## src/rtl/snn_pkg.sv

```systemverilog
// Shared types and widths for the snn_core round-robin scheduler.
//   sched_state_t : scheduler FSM states
//   DIGIT_W       : width of a classified digit
//   NO_DIGIT      : digit code reported on a watchdog abort
//   WDOG_W        : width of the RUN-phase watchdog counter
//   IDX_W         : width of a bank index (supports up to 16 banks)
package snn_pkg;

    typedef enum logic [1:0] {
        IDLE    = 2'd0,
        START   = 2'd1,
        RUN     = 2'd2,
        CAPTURE = 2'd3
    } sched_state_t;

    localparam int unsigned DIGIT_W = 4;
    localparam int unsigned WDOG_W  = 16;
    localparam int unsigned IDX_W   = 4;

    localparam logic [DIGIT_W-1:0] NO_DIGIT = 4'hF;

endpackage

```

## src/rtl/snn_sched_if.sv

```systemverilog
// Bundle of every signal between the scheduler, the sample-RAM array and snn_core.
//   master : environment side (banks + core) driving requests, RAM data, core status
//   slave  : scheduler side driving acks, RAM address, core control and results
interface snn_sched_if import snn_pkg::*; #(
    parameter int unsigned N_BANKS = 10,
    parameter int unsigned ADDR_W  = 10
) ();

    logic [N_BANKS-1:0] req;
    logic [N_BANKS-1:0] ack;
    logic [ADDR_W-1:0]  bank_addr;
    logic [N_BANKS-1:0] bank_q;
    logic               core_start;
    logic               core_done;
    logic [ADDR_W-1:0]  core_addr;
    logic               core_q;
    logic [DIGIT_W-1:0] core_digit;
    logic               res_valid;
    logic [IDX_W-1:0]   res_bank;
    logic [DIGIT_W-1:0] res_digit;
    logic               res_timeout;
    logic               busy;

    modport master (
        output req, bank_q, core_done, core_addr, core_digit,
        input  ack, bank_addr, core_start, core_q,
               res_valid, res_bank, res_digit, res_timeout, busy
    );

    modport slave (
        input  req, bank_q, core_done, core_addr, core_digit,
        output ack, bank_addr, core_start, core_q,
               res_valid, res_bank, res_digit, res_timeout, busy
    );

endinterface

```

## src/rtl/rr_arbiter.sv

```systemverilog
// Combinational round-robin picker: lowest requesting index at or after ptr, wrapping.
//   req       : per-requester request vector
//   ptr       : index with highest priority this round (must be < N)
//   gnt_idx   : chosen index (0 when nothing requests)
//   gnt_valid : at least one request present
module rr_arbiter import snn_pkg::*; #(
    parameter int unsigned N = 10
) (
    input  logic [N-1:0]     req,
    input  logic [IDX_W-1:0] ptr,
    output logic [IDX_W-1:0] gnt_idx,
    output logic             gnt_valid
);

    logic [N-1:0] req_rot;
    int unsigned  sum;

    // Rotate so bit k corresponds to index (ptr + k) mod N.
    assign req_rot = N'({req, req} >> ptr);

    // First set bit of the rotated vector, mapped back to an absolute index.
    always_comb begin
        gnt_idx   = '0;
        gnt_valid = 1'b0;
        sum       = 0;
        for (int k = 0; k < int'(N); k++) begin
            if (!gnt_valid && req_rot[k]) begin
                gnt_valid = 1'b1;
                sum       = 32'(ptr) + 32'(k);
                if (sum >= N) begin
                    sum = sum - N;
                end
                gnt_idx = IDX_W'(sum);
            end
        end
    end

endmodule

```

## src/rtl/snn_sched.sv

```systemverilog
// Round-robin scheduler sharing one snn_core among N_BANKS 1-bit sample RAMs.
//   clk, rst : clock, asynchronous active-high reset
//   bus      : snn_sched_if slave port
//     req/ack              : per-bank request, one-cycle completion pulse
//     bank_addr/bank_q     : address broadcast to banks, per-bank read data
//     core_start/core_done : core start pulse, core completion
//     core_addr/core_q     : core input address, steered bank data
//     core_digit           : core classification result
//     res_*                : result strobe, bank tag, digit, watchdog-abort flag
//     busy                 : scheduler not idle
module snn_sched import snn_pkg::*; #(
    parameter int unsigned N_BANKS = 10,
    parameter int unsigned ADDR_W  = 10,
    parameter int unsigned TIMEOUT = 65535
) (
    input  logic      clk,
    input  logic      rst,
    snn_sched_if.slave bus
);

    localparam logic [WDOG_W-1:0] WDOG_LAST = WDOG_W'(TIMEOUT - 1);

    sched_state_t      state_q;
    sched_state_t      state_d;
    logic [IDX_W-1:0]  grant_q;
    logic [IDX_W-1:0]  grant_d;
    logic [IDX_W-1:0]  rr_ptr_q;
    logic [WDOG_W-1:0] wdog_q;
    logic [IDX_W-1:0]  arb_idx;
    logic              arb_valid;
    logic              timeout_c;
    logic [ADDR_W-1:0] addr_c;

    rr_arbiter #(.N(N_BANKS)) u_arb (
        .req       (bus.req),
        .ptr       (rr_ptr_q),
        .gnt_idx   (arb_idx),
        .gnt_valid (arb_valid)
    );

    // The core addresses all banks at once; only the granted bank's bit reaches it.
    assign addr_c        = bus.core_addr;
    assign bus.bank_addr = addr_c;
    assign bus.core_q    = |(bus.bank_q & (N_BANKS'(1) << grant_q));

    // Next-state logic; done is checked before the watchdog so it wins a tie.
    always_comb begin
        state_d   = state_q;
        grant_d   = grant_q;
        timeout_c = 1'b0;
        case (state_q)
            IDLE: begin
                if (arb_valid) begin
                    grant_d = arb_idx;
                    state_d = START;
                end
            end
            START: state_d = RUN;
            RUN: begin
                if (bus.core_done) begin
                    state_d = CAPTURE;
                end else if (wdog_q == WDOG_LAST) begin
                    state_d   = CAPTURE;
                    timeout_c = 1'b1;
                end
            end
            CAPTURE: state_d = IDLE;
            default: state_d = IDLE;
        endcase
    end

    // State, grant, watchdog and round-robin pointer.
    always_ff @(posedge clk or posedge rst) begin
        if (rst) begin
            state_q  <= IDLE;
            grant_q  <= '0;
            rr_ptr_q <= '0;
            wdog_q   <= '0;
        end else begin
            state_q <= state_d;
            grant_q <= grant_d;
            if (state_q == START) begin
                wdog_q <= '0;
            end else if (state_q == RUN) begin
                wdog_q <= wdog_q + WDOG_W'(1);
            end
            if (state_q == CAPTURE) begin
                rr_ptr_q <= (grant_q == IDX_W'(N_BANKS - 1)) ? '0 : grant_q + IDX_W'(1);
            end
        end
    end

    // Registered outputs decoded from the next state; results latch on RUN exit.
    always_ff @(posedge clk or posedge rst) begin
        if (rst) begin
            bus.core_start  <= 1'b0;
            bus.ack         <= '0;
            bus.res_valid   <= 1'b0;
            bus.busy        <= 1'b0;
            bus.res_bank    <= '0;
            bus.res_digit   <= '0;
            bus.res_timeout <= 1'b0;
        end else begin
            bus.core_start <= (state_d == START);
            bus.ack        <= (state_d == CAPTURE) ? (N_BANKS'(1) << grant_d) : '0;
            bus.res_valid  <= (state_d == CAPTURE);
            bus.busy       <= (state_d != IDLE);
            if (state_q == RUN && state_d == CAPTURE) begin
                bus.res_bank    <= grant_q;
                bus.res_timeout <= timeout_c;
                bus.res_digit   <= timeout_c ? NO_DIGIT : bus.core_digit;
            end
        end
    end

endmodule
```

## src/flat_wrapper.sv

```systemverilog
// flat-port wrapper written by rule: the top's interface ports become plain ports
module snn_sched_flat import snn_pkg::*;
#(
    parameter int unsigned N_BANKS = 10,
    parameter int unsigned ADDR_W  = 10,
    parameter int unsigned TIMEOUT = 65535
)
  (clk, rst, bus_req, bus_bank_q, bus_core_done, bus_core_addr, bus_core_digit, bus_ack, bus_bank_addr, bus_core_start, bus_core_q, bus_res_valid, bus_res_bank, bus_res_digit, bus_res_timeout, bus_busy);
  snn_sched_if #(.N_BANKS(N_BANKS), .ADDR_W(ADDR_W)) bus_i ();
  input  logic clk;
  input  logic rst;
  input wire logic [$bits(bus_i.req)-1:0] bus_req;
  input wire logic [$bits(bus_i.bank_q)-1:0] bus_bank_q;
  input wire logic [$bits(bus_i.core_done)-1:0] bus_core_done;
  input wire logic [$bits(bus_i.core_addr)-1:0] bus_core_addr;
  input wire logic [$bits(bus_i.core_digit)-1:0] bus_core_digit;
  output wire logic [$bits(bus_i.ack)-1:0] bus_ack;
  output wire logic [$bits(bus_i.bank_addr)-1:0] bus_bank_addr;
  output wire logic [$bits(bus_i.core_start)-1:0] bus_core_start;
  output wire logic [$bits(bus_i.core_q)-1:0] bus_core_q;
  output wire logic [$bits(bus_i.res_valid)-1:0] bus_res_valid;
  output wire logic [$bits(bus_i.res_bank)-1:0] bus_res_bank;
  output wire logic [$bits(bus_i.res_digit)-1:0] bus_res_digit;
  output wire logic [$bits(bus_i.res_timeout)-1:0] bus_res_timeout;
  output wire logic [$bits(bus_i.busy)-1:0] bus_busy;
  assign bus_i.req = bus_req;
  assign bus_i.bank_q = bus_bank_q;
  assign bus_i.core_done = bus_core_done;
  assign bus_i.core_addr = bus_core_addr;
  assign bus_i.core_digit = bus_core_digit;
  assign bus_ack = bus_i.ack;
  assign bus_bank_addr = bus_i.bank_addr;
  assign bus_core_start = bus_i.core_start;
  assign bus_core_q = bus_i.core_q;
  assign bus_res_valid = bus_i.res_valid;
  assign bus_res_bank = bus_i.res_bank;
  assign bus_res_digit = bus_i.res_digit;
  assign bus_res_timeout = bus_i.res_timeout;
  assign bus_busy = bus_i.busy;
  snn_sched #(.N_BANKS(N_BANKS), .ADDR_W(ADDR_W), .TIMEOUT(TIMEOUT)) u_core (.clk(clk), .rst(rst), .bus(bus_i));
endmodule
```

## config.mk

```make
export PLATFORM = sky130hd
export DESIGN_NAME = snn_sched_flat
export DESIGN_NICKNAME = d
export VERILOG_FILES = /design/src/rtl/snn_pkg.sv /design/src/rtl/snn_sched_if.sv /design/src/rtl/rr_arbiter.sv /design/src/rtl/snn_sched.sv /design/src/flat_wrapper.sv
export SDC_FILE = /design/constraint.sdc
export NUM_CORES = 1
export LEC_CHECK = 0
export ABC_AREA = 1
export CELL_PAD_IN_SITES_DETAIL_PLACEMENT = 1
export CELL_PAD_IN_SITES_GLOBAL_PLACEMENT = 2
export CORE_MARGIN = 2
export CORE_UTILIZATION = 30
export DETAILED_ROUTE_END_ITERATION = 6
export PLACE_DENSITY = 0.79
export SETUP_SLACK_MARGIN = 0.05
export SLEW_MARGIN = 20
export SYNTH_ARGS = -nofsm -noshare
export SYNTH_HDL_FRONTEND = slang
export SYNTH_HIERARCHICAL = 1
export SYNTH_SLANG_ARGS = --single-unit
```

## constraint.sdc

```tcl
create_clock -name clk -period 9.5 [get_ports clk]
set_clock_uncertainty 0.15 [all_clocks]
set_input_delay 1.9 -clock clk [delete_from_list [all_inputs] [get_ports clk]]
set_output_delay 1.9 -clock clk [all_outputs]
set_load 0.005 [all_outputs]
```

======== Yosys cells after proc, flatten, opt, wreduce, memory -nomap -nowiden ========
Index checks and enable logic that the tools add are counted.
storage, ports and cells
  register bits ........................... 48
  logic and storage cells ................. 120
  bits of input ports ..................... 37
  output and inout port bits .............. 33
cells by class
  shifts and indexed selects .............. 3
  order comparisons ....................... 10
  reduce and logical (&&, ||, !) cells .... 23
  muxes and demuxes ....................... 44
  add/sub/neg operators ................... 21
  bitwise logic cells ..................... 1
  equal/unequal tests ..................... 7
operators by type and width
  operator                                                           number
  2-to-1 mux 4 bit                                                   24
  greater-or-equal comparator 5 x 4 -> 1 bit, second input constant  9
  subtractor 4 bit, second input constant                            10
  2-to-1 mux 16 bit                                                  2
  adder 4 x 3 -> 5 bit, second input constant                        4
  left shift 1 x 4 -> 10 bit, first input constant                   2
  right shift 20 x 4 -> 10 bit                                       1
  adder 16 x 1 -> 16 bit, second input constant                      1
  equality test 16 bit, second input constant                        1
  2-to-1 mux 1 bit                                                   13
  adder 4 x 2 -> 5 bit, second input constant                        2
  adder 4 x 4 -> 5 bit, second input constant                        2
  bitwise AND 10 bit                                                 1
  logical AND 1 bit                                                  10
  2-to-1 mux 10 bit                                                  1
  OR reduction 10 bit                                                1
  zero test 1 bit                                                    9
  one-hot mux 2 bit (4 select lines)                                 1
  equality test 2 bit, second input constant                         3
  2-to-1 mux 2 bit                                                   3
  adder 4 x 1 -> 5 bit, second input constant                        1
  adder 4 x 1 -> 4 bit, second input constant                        1
  equality test 2 x 1 -> 1 bit, second input constant                2
  equality test 4 bit, second input constant                         1
  3 further kinds                                                    4

======== Depth between registers and ports, before layout ========
Gate-level depths: netlist (run 1).
  word-level depth ........................ 33
  gate-level depth with buffers ........... 25
  depth with buffers taken out ............ 23

======== Cells and area by module ========
Netlist (run 1), hierarchy kept.
by module, submodules not included
  module      cells an instance  area each (sq um)  sequential area each (sq um)  times used
  snn_sched   302                2,508.7            1,201.2                       1
  rr_arbiter  376                2,047.0            0.0                           1

======== Worst setup path after synthesis (run 1) ========
No wires, ideal clock.
  kind .................................... input -> output
  start point ............................. input bus_bank_q[4]
  end point ............................... output bus_core_q
  stages on the path ...................... 6
  required time ........................... 7.450 ns
  slack ................................... 5.121 ns
  data arrival time ....................... 2.329 ns
  path buffers ............................ 0
  cell sequence ........................... nand2_1 > nand3_1 > nand2_1 > nand2_1 > o21ai_0 > nand3_1
on the way
  cells in the longest elaborated chain, start to end .. 2
RTL lines
  item                 line                source
  start: declaration   flat_wrapper.sv:13  input wire logic [$bits(bus_i.bank_q)-1:0] bus_bank_q;
  bitwise AND 10 bit   snn_sched.sv:44     assign bus.core_q = |(bus.bank_q & (N_BANKS'(1) << grant_q));
  OR reduction 10 bit  snn_sched.sv:44
  end: declaration     flat_wrapper.sv:20  output wire logic [$bits(bus_i.core_q)-1:0] bus_core_q;
Every way passes these cells.

======== Worst setup path in the final report (run 1) ========
Ends and elaborated chain as after synthesis.

==> metrics.cfg, run 1 <==
[synthesis]
synth.avg_cell_area_sq_um=6.72
synth_warnings=6
ys_seq_elements=48
synth_simple_gate_area_frac=0.430
synth_ff_type=dfrtp_1
synth.net_count=748
yosys-mux-area-fraction=0
synth-xor-area-share=0.0288
ys_types=41
synth_top_family_by_area=simple AND/OR/NAND/NOR gates
synth_edf_count=0
yosysSeqAreaShare=0.264
netlist_area_sq_mm=0.00456
synthCells=678
synth_compound_area_frac=0.0802
async_reset_ff_frac=1.00
synth_fa_ha_area_frac=0.0923

[sta]
fmax_mhz=184
timing.final.crit_share=0.573
tightest_slew_ns=0.891
relSlewSlack=0.406
rsz0062_at_grt=false
hold_viol=0
setup-tns-final_ns=0
setup_viol=0
worst_slack_ns=4.06
drv_slew=0
min_period_ns=5.44

[clock_tree]
path_clk_slew_ns=0.06
cts_tree=done
cts-root-buf=clkbuf_16
clk-insertion-delay-late_ns=0.29
clockBufferDepth=2
cts_htree_levels=2
cts_sinks=48
post_cts_buffers=0
cts_hold_buf=0
numCtsBuffers=5
cts.repair.resized=0

[grt]
grt_remaining_overflow=0
grt_max_degree=49
busiest_layer=met2
use_met3=0.0230
grt_usage=0.182
grt_util_met1=0.240
grt_pass1_vias=4794
antenna_found_initial=0
grt_first_pass_wirelength_microns=24000
met2_usage=0.320

[setup_path]
worstSetupPathType=primary input to primary output
path_cells=clkdlybuf4s50_1 > nand2_1 > nand3_1 > nand2_1 > nand2_1 > o21ai_0 > nand3_1 > clkdlybuf4s50_1
cp_top_family=buffers and inverters
cp.arrival_ns=3.39
cp_max_fo=1
endpoint_kind=primary output
crit_path_start_kind=primary input
cp_common_cell=nand2_1
crit_required_ns=7.45
critPathBufInv=2
cpMaxStageDelayCell=clkdlybuf4s50_1
crit_path_max_incr_delay_ns=0.46

[route]
drcViolationCount=0
ant_nets=0
via_count=4517
avgViaCountPerCell=5.04
wl_per_cell_microns=15.9
drt_iter0_markers=210
drt_first_pass_iters=4
drt_wl_total_microns=14300

[pwr]
ir_worst_vdd_uv=146
p_leak_uw=0.00259
power-per-cell-area_mw_per_mm2=374

[die]
die_h_microns=127
initial_core_util=0.303
die_width_microns=127
core_sq_mm=0.0150
rows=45
boundaryPins=70
die-area_sq_mm=0.0162

[final_layout]
layout-drive-gt1-share=0.0791
final_util=0.348
syn2layout_area_growth_pct=14.7
final_common_cell=nand2_1
fin_cells=896
final_nets=778
layout_common_cells=nand2_1, nand3_1, inv_1, clkdlybuf4s50_1, dfrtp_1
design_area_sq_mm=0.00523
antennaDiodeCount=0

[place]
placed_cell_area_sq_mm=0.00509
io_buffers=49
place_ws_ns=4.07
dp_hpwl_microns=10900
dp.cells=889
gp_congestion=0.836

[hold_path]
hold_class=flop to flop

[run_status]
status=complete, no violations

[flow_run]
drv_cap=0

-- cells by family after synthesis --
group / after synthesis
AO/OA/AOI/OAI: 69
XOR/XNOR: 15
adder cells (fa/ha/maj): 33
buffers and inverters: 97
flip-flops: 48
AND/OR/NAND/NOR: 416
-- sequential cells by signal (all words and copies together), names as in the netlist, 2 cells and up --
register              flops
u_core/wdog_q            16
u_core/bus.ack           10
u_core/bus.res_bank       4
u_core/bus.res_digit      4
u_core/grant_q            4
u_core/rr_ptr_q           4
u_core/state_q            2
-- metal layers --
metal / routed length, microns / vias up / part of all wire
met5: 0 / - / 0
met4: 153 / 0 / 0.011
met3: 364 / 12 / 0.026
met2: 6940 / 53 / 0.49
met1: 6800 / 2198 / 0.48
li1: - / 2254 / -
-- worst register-to-register path: stages (launching register included) --
cell and delay, ns:
dfrtp_1 0.33, buf_4 0.32, inv_4 0.23, ha_1 0.52, inv_1 0.18, ha_1 0.26, nand2_1 0.10, nand2_1 0.07
nand2_1 0.11, xor2_1 0.21, o21ai_0 0.13, a21oi_1 0.20, nand3_1 0.10, nor2_1 0.10, nand3_1 0.07, o21ai_1 0.25
inv_1 0.11, nor2_1 0.16, nand2_1 0.12, nor3_2 0.18
-- area by class of cell --
class,count,area [sq um]
fill,1933,9810
multi-input combinational,533,2880
sequential,48,1200
timing repair buffer,53,520
inverter,67,258
tap,188,235
clock buffer,6,129
clock inverter,1,5.00
-- path summary, 6_finish.rpt --
| kind | from | end | slack, ns | cells past startpoint |
|---|---|---|---|---|
| worst max register to register | u_core/rr_ptr_q[1] | u_core/bus.ack[0] | 5.52 | 19 |
| worst min-delay path | u_core/bus.res_bank[3] | u_core/bus.res_bank[3] | 0.33 | 2 |
| min in group asynchronous | rst | u_core/bus.res_valid | 1.93 | 2 |
| worst max-delay path | bus_bank_q[4] | bus_core_q | 4.06 | 8 |
| worst min register to register | u_core/bus.res_bank[3] | u_core/bus.res_bank[3] | 0.33 | 2 |
| max in group asynchronous | rst | u_core/wdog_q[11] | 6.74 | 2 |
-- where the power goes --
group	internal, uW	leakage, uW	total [uW]	switching [uW]
clock	95.9	0.0000667	172	76.4
sequential	265	0.000628	312	47.4
combinational	458	0.00190	1470	1010
total	818	0.00259	1950	1140
-- stage by stage --
stage / power (uW) / hold slack [ns]
2_1_floorplan: 1390 / 0.306
3_3_place_gp: 1740 / 0.310
6_report: 1950 / 0.330
5_1_grt: 2180 / 0.354
3_5_place_dp: 1780 / 0.317
4_1_cts: 1970 / 0.337
-- Yosys cell counts (5+ instances only) --
master / n / area (sq um)
a21oi_1: 23 / 115
buf_2: 8 / 40.0
buf_4: 12 / 90.1
buf_6: 5 / 56.3
dfrtp_1: 48 / 1200
ha_1: 32 / 400
inv_1: 64 / 240
nand2_1: 214 / 803
nand2_2: 10 / 62.6
nand2_4: 6 / 67.6
nand3_1: 82 / 410
nand3_2: 6 / 60.1
nand4_1: 24 / 150
nor2_1: 46 / 173
nor2_2: 7 / 43.8
nor3_1: 5 / 25.0
o21ai_0: 33 / 165
xor2_1: 14 / 123
(Power assumes the default switching activity.)
==> run 2: changes to the inputs <==
CORE_UTILIZATION = 27   (was 30)
PLACE_DENSITY = 0.75   (was 0.79)
clock period = 4.7 ns   (was 9.5 ns; I/O delays follow)
==> metrics.cfg, run 2 (same netlist as run 1, synthesis figures left out) <==
[setup_path]
worstSetupPathType=primary input to flop
path_cells=clkdlybuf4s50_1 > nand2_1 > nand3_1 > nand3_1 > nand3_1 > nand2_1 > nand3_4 > nor2_8 > nand3_4 > nor2_4 > nand4_1 > nand2_1 > nand2_1 > o21ai_1 > inv_1 > nor2_1 > nand2_1 > nor3_1
cpMaxStageDelayCell=clkdlybuf4s50_1
critPathBufInv=2
cp.depth=18
reg2reg_depth=21
crit_path_max_incr_delay_ns=0.47
endpoint_kind=flop
cp_max_fo=8
cp.arrival_ns=3.82
cp_top_family=simple AND/OR/NAND/NOR gates
crit_path_start_kind=primary input
crit_required_ns=4.76
cp_common_cell=nand2_1

[hold_path]
worstHoldPathCells=2
hold_class=flop to flop

[sta]
tightest_slew_ns=0.886
min_period_ns=3.77
fmax_mhz=265
rsz0062_at_grt=false
setup-tns-final_ns=0
hold_viol=0
holdWs_ns=0.336
setup_viol=0
timing.final.crit_share=0.801
drv_slew=0
relSlewSlack=0.409

[pwr]
p_leak_uw=0.00260
ir_worst_vdd_uv=284
power-per-cell-area_mw_per_mm2=752

[grt]
antenna_found_initial=0
grt_remaining_overflow=0
grt_pass1_vias=4846
grt_first_pass_wirelength_microns=24800
grt_usage=0.169
grt_max_degree=49

[route]
wl_per_cell_microns=15.7
drt_iter0_markers=234
drcViolationCount=0
via_count=4516
drt_first_pass_iters=4
drt_wl_total_microns=14600
ant_nets=0
avgViaCountPerCell=4.86

[flow_run]
drv_cap=0

[clock_tree]
clk-insertion-delay-late_ns=0.29
cts_tree=done
path_clk_slew_ns=0.07
cts_sinks=48
cts_hold_buf=0
cts-root-buf=clkbuf_16
numCtsBuffers=5
cts_htree_levels=2
post_cts_buffers=0
clockBufferDepth=2
cts.repair.resized=0

[run_status]
status=complete, no violations

[final_layout]
regArea_sq_mm=0.00120
largest_reg_flops=16
layout_common_cells=nand2_1, nand3_1, inv_1, clkdlybuf4s50_1, dfrtp_1
fillCellCount=2109
final_common_cell=nand2_1
multi_input_comb_area_sq_mm=0.00288
final_nets=780
syn2layout_area_growth_pct=15.9
largest_register=u_core/wdog_q
reg.largest.list=u_core/wdog_q: 16 flops, u_core/bus.ack: 10 flops
layout-drive-gt1-share=0.0817
antennaDiodeCount=0

[die]
die_h_microns=134
initial_core_util=0.276
boundaryPins=70
die-area_sq_mm=0.0179
core_sq_mm=0.0165
rows=47
die_width_microns=134

[place]
gp_congestion=0.844
dp_hpwl_microns=11300
io_buffers=49

## run 2: changes by cell type in the layout (fill, tap and decap cells not counted)
cell   change
buf_4      +2
## run 2: cell type report
type | instances | area share
Clock buffer | 6 | 0.0244
Clock inverter | 1 | 0.000948
Inverter | 67 | 0.0488
Multi-Input combinational cell | 533 | 0.545
Sequential cell | 48 | 0.227
Tap cell | 220 | 0.0521
Timing Repair Buffer | 55 | 0.101
## run 2: worst register-to-register path: stages, from the launching register on
cell and delay, ns:
dfrtp_1 0.50, inv_2 0.46, ha_1 0.39, inv_1 0.18
nand2_1 0.09, nand2_1 0.06, nand2_1 0.08, nand2_1 0.09
nand2_1 0.08, xor2_1 0.16, inv_1 0.06, nor2_1 0.05
nor2_1 0.08, nand3_1 0.08, nor2_1 0.09, nand2_1 0.06
nand2_1 0.06, nand3_1 0.07, o21ai_0 0.44, inv_1 0.20
nand3_1 0.16, nor2_2 0.05
## run 2: routing by layer
layer / vias up / GRT usage / routed length, microns
li1: 2259 / - / -
met1: 2202 / 0.225 / 6950
met2: 45 / 0.302 / 7170
met3: 10 / 0.0155 / 340
met4: 0 / 0.0278 / 99
met5: - / 0 / 0
## run 2: path summary, 6_finish.rpt
path	from	to	slack [ns]
max	bus_req[1]	u_core/bus.ack[9]	0.93
min	u_core/bus.res_digit[0]	u_core/bus.res_digit[0]	0.34
max reg2reg	u_core/rr_ptr_q[2]	u_core/bus.ack[5]	0.95
min reg2reg	u_core/bus.res_digit[0]	u_core/bus.res_digit[0]	0.34
max in group asynchronous	rst	u_core/wdog_q[11]	2.89
min in group asynchronous	rst	u_core/bus.res_valid	0.97
## run 2: where the power goes
group / total, uW / switching, uW / leakage (uW) / internal (uW)
logic: 2970 / 2040 / 0.00191 / 937
clock network: 348 / 154 / 0.0000667 / 194
registers: 650 / 115 / 0.000628 / 535
total: 3970 / 2310 / 0.00260 / 1670
## run 2: through the flow
step / setup slack [ns] / utilization / instances / instance area [sq um] / total power (uW)
6_report: 0.933 / 0.320 / 930 / 5280 / 3970
5_1_grt: 0.572 / 0.320 / 930 / 5280 / 4430
4_1_cts: 0.933 / 0.319 / 930 / 5280 / 4010
3_5_place_dp: 0.652 / 0.311 / 923 / 5140 / 3630
3_3_place_gp: 0.783 / 0.311 / 923 / 5140 / 3560
2_1_floorplan: 1.34 / - / 678 / 4560 / 2810
==> run 3: changes to the inputs <==
CORE_UTILIZATION = 30   (was 27)
PLACE_DENSITY = 0.79   (was 0.75)
clock period = 3.7 ns   (was 4.7 ns; I/O delays follow)
==> metrics.cfg, run 3 (same netlist as run 1, synthesis figures left out) <==
[final_layout]
final_nets=800
largest_reg_flops=16
final_common_cell=nand2_1
design_area_sq_mm=0.00544
largest_register=u_core/wdog_q
syn2layout_area_growth_pct=19.5
layout_common_cells=nand2_1, nand3_1, inv_1, clkdlybuf4s50_1
reg.largest.list=u_core/wdog_q: 16 flops, u_core/bus.ack: 10 flops
antennaDiodeCount=0
layout-drive-gt1-share=0.121

[sta]
drv_slew=0
setup-tns-final_ns=0
fmax_mhz=299
hold_viol=0
relSlewSlack=0.699
min_period_ns=3.34
timing.final.crit_share=0.903
setup_viol=0
holdWs_ns=0.322
rsz0062_at_grt=true
tightest_slew_ns=0.452

[setup_path]
cp.arrival_ns=3.39
cp_max_fo=8
ff2ff_setup_slack_ns=0.43
worstSetupPathType=primary input to flop
crit_path_start_kind=primary input
crit_required_ns=3.75
endpoint_kind=flop

[place]
dp_hpwl_microns=11700
gp_congestion=0.887
io_buffers=49
placed_cell_area_sq_mm=0.00524

[clock_tree]
path_clk_slew_ns=0.06
numCtsBuffers=5
clk-insertion-delay-late_ns=0.29
clockBufferDepth=2
cts-root-buf=clkbuf_16
cts_sinks=48
cts_tree=done
cts_htree_levels=2

[route]
drcViolationCount=0
drt_iter0_markers=195
via_count=4584
wl_per_cell_microns=15.9
avgViaCountPerCell=4.99
drt_wl_total_microns=14600
drt_first_pass_iters=4
ant_nets=0

[die]
boundaryPins=70
die_width_microns=127
die_h_microns=127
rows=45
initial_core_util=0.303
core_sq_mm=0.0150
die-area_sq_mm=0.0162

[pwr]
p_leak_uw=0.00271
ir_worst_vdd_uv=271
power-per-cell-area_mw_per_mm2=984
p_total_uw=5360

[hold_path]
hold_class=flop to flop

[grt]
grt_pass1_vias=4843
grt_first_pass_wirelength_microns=24200
grt_usage=0.185
grt_max_degree=35
antenna_found_initial=0
grt_remaining_overflow=0

[run_status]
status=complete, no violations

[flow_run]
drv_cap=0

## run 3: cell count changes in the layout (fill, tap and decap cells not counted), sizes merged
| cell | previous run | this run |
|---|---|---|
| inv | 66 | 67 |
| buf | 6 | 26 |
| clkinv | 2 | 1 |
## run 3: per-layer routing
metal | part of all wire | vias to the layer above | track usage
li1 | - | 2299 | -
met2 | 0.48 | 63 | 0.316
met5 | 0 | - | 0
met1 | 0.48 | 2201 | 0.249
met3 | 0.028 | 21 | 0.0184
met4 | 0.017 | 0 | 0.0562
## run 3: layout make-up
| cell class | count | area (sq um) |
|---|---|---|
| multi-input combinational | 533 | 2920 |
| clock inverter | 1 | 5.00 |
| fill | 1896 | 9590 |
| sequential | 48 | 1200 |
| tap | 188 | 235 |
| clock buffer | 6 | 129 |
| inverter | 67 | 262 |
| timing repair buffer | 75 | 693 |
## run 3: worst paths after layout
path                                          from                      end  depth (start not counted)
min in group asynchronous                      rst        u_core/bus.ack[6]                          2
setup reg to reg                u_core/rr_ptr_q[0]        u_core/bus.ack[9]                         20
hold reg to reg            u_core/bus.res_digit[0]  u_core/bus.res_digit[0]                          2
setup / recovery                        bus_req[1]        u_core/bus.ack[9]                         20
max in group asynchronous                      rst       u_core/rr_ptr_q[2]                          3
hold / removal             u_core/bus.res_digit[0]  u_core/bus.res_digit[0]                          2
## run 3: critical path: stages
cell	delay, ns
clkdlybuf4s50_1	0.49
inv_1	0.09
nand2_1	0.05
nand3_1	0.08
nand2_1	0.08
nand2_1	0.09
nand3_1	0.11
nand2_4	0.15
nand3_4	0.10
nor2_8	0.15
nand3_4	0.10
nor2_4	0.13
nand4_1	0.16
nand2_2	0.18
nand2_1	0.09
o21ai_2	0.07
inv_1	0.09
nor2_1	0.13
nand2_1	0.11
nor3_1	0.20
## run 3: repair_timing
item | in CTS | in global routing
hold buffers | 0 | 0
resized for setup | 0 | 17
buffers inserted | 0 | 2
endpoints found under the setup margin | 0 | 10
## run 3: report_power, final
part | switching (uW) | internal (uW) | leakage (uW) | total, uW
Sequential | 156 | 681 | 0.000626 | 837
Combinational | 2690 | 1390 | 0.00202 | 4080
Clock | 197 | 246 | 0.0000667 | 443
Total | 3040 | 2320 | 0.00271 | 5360
## run 3: metrics by stage
step	util	cells	setup WS [ns]
2_1_floorplan	-	678	0.335
3_3_place_gp	0.349	909	0.0747
3_5_place_dp	0.349	909	-0.0901
4_1_cts	0.357	916	0.212
5_1_grt	0.362	918	0.0472
6_report	0.362	918	0.361
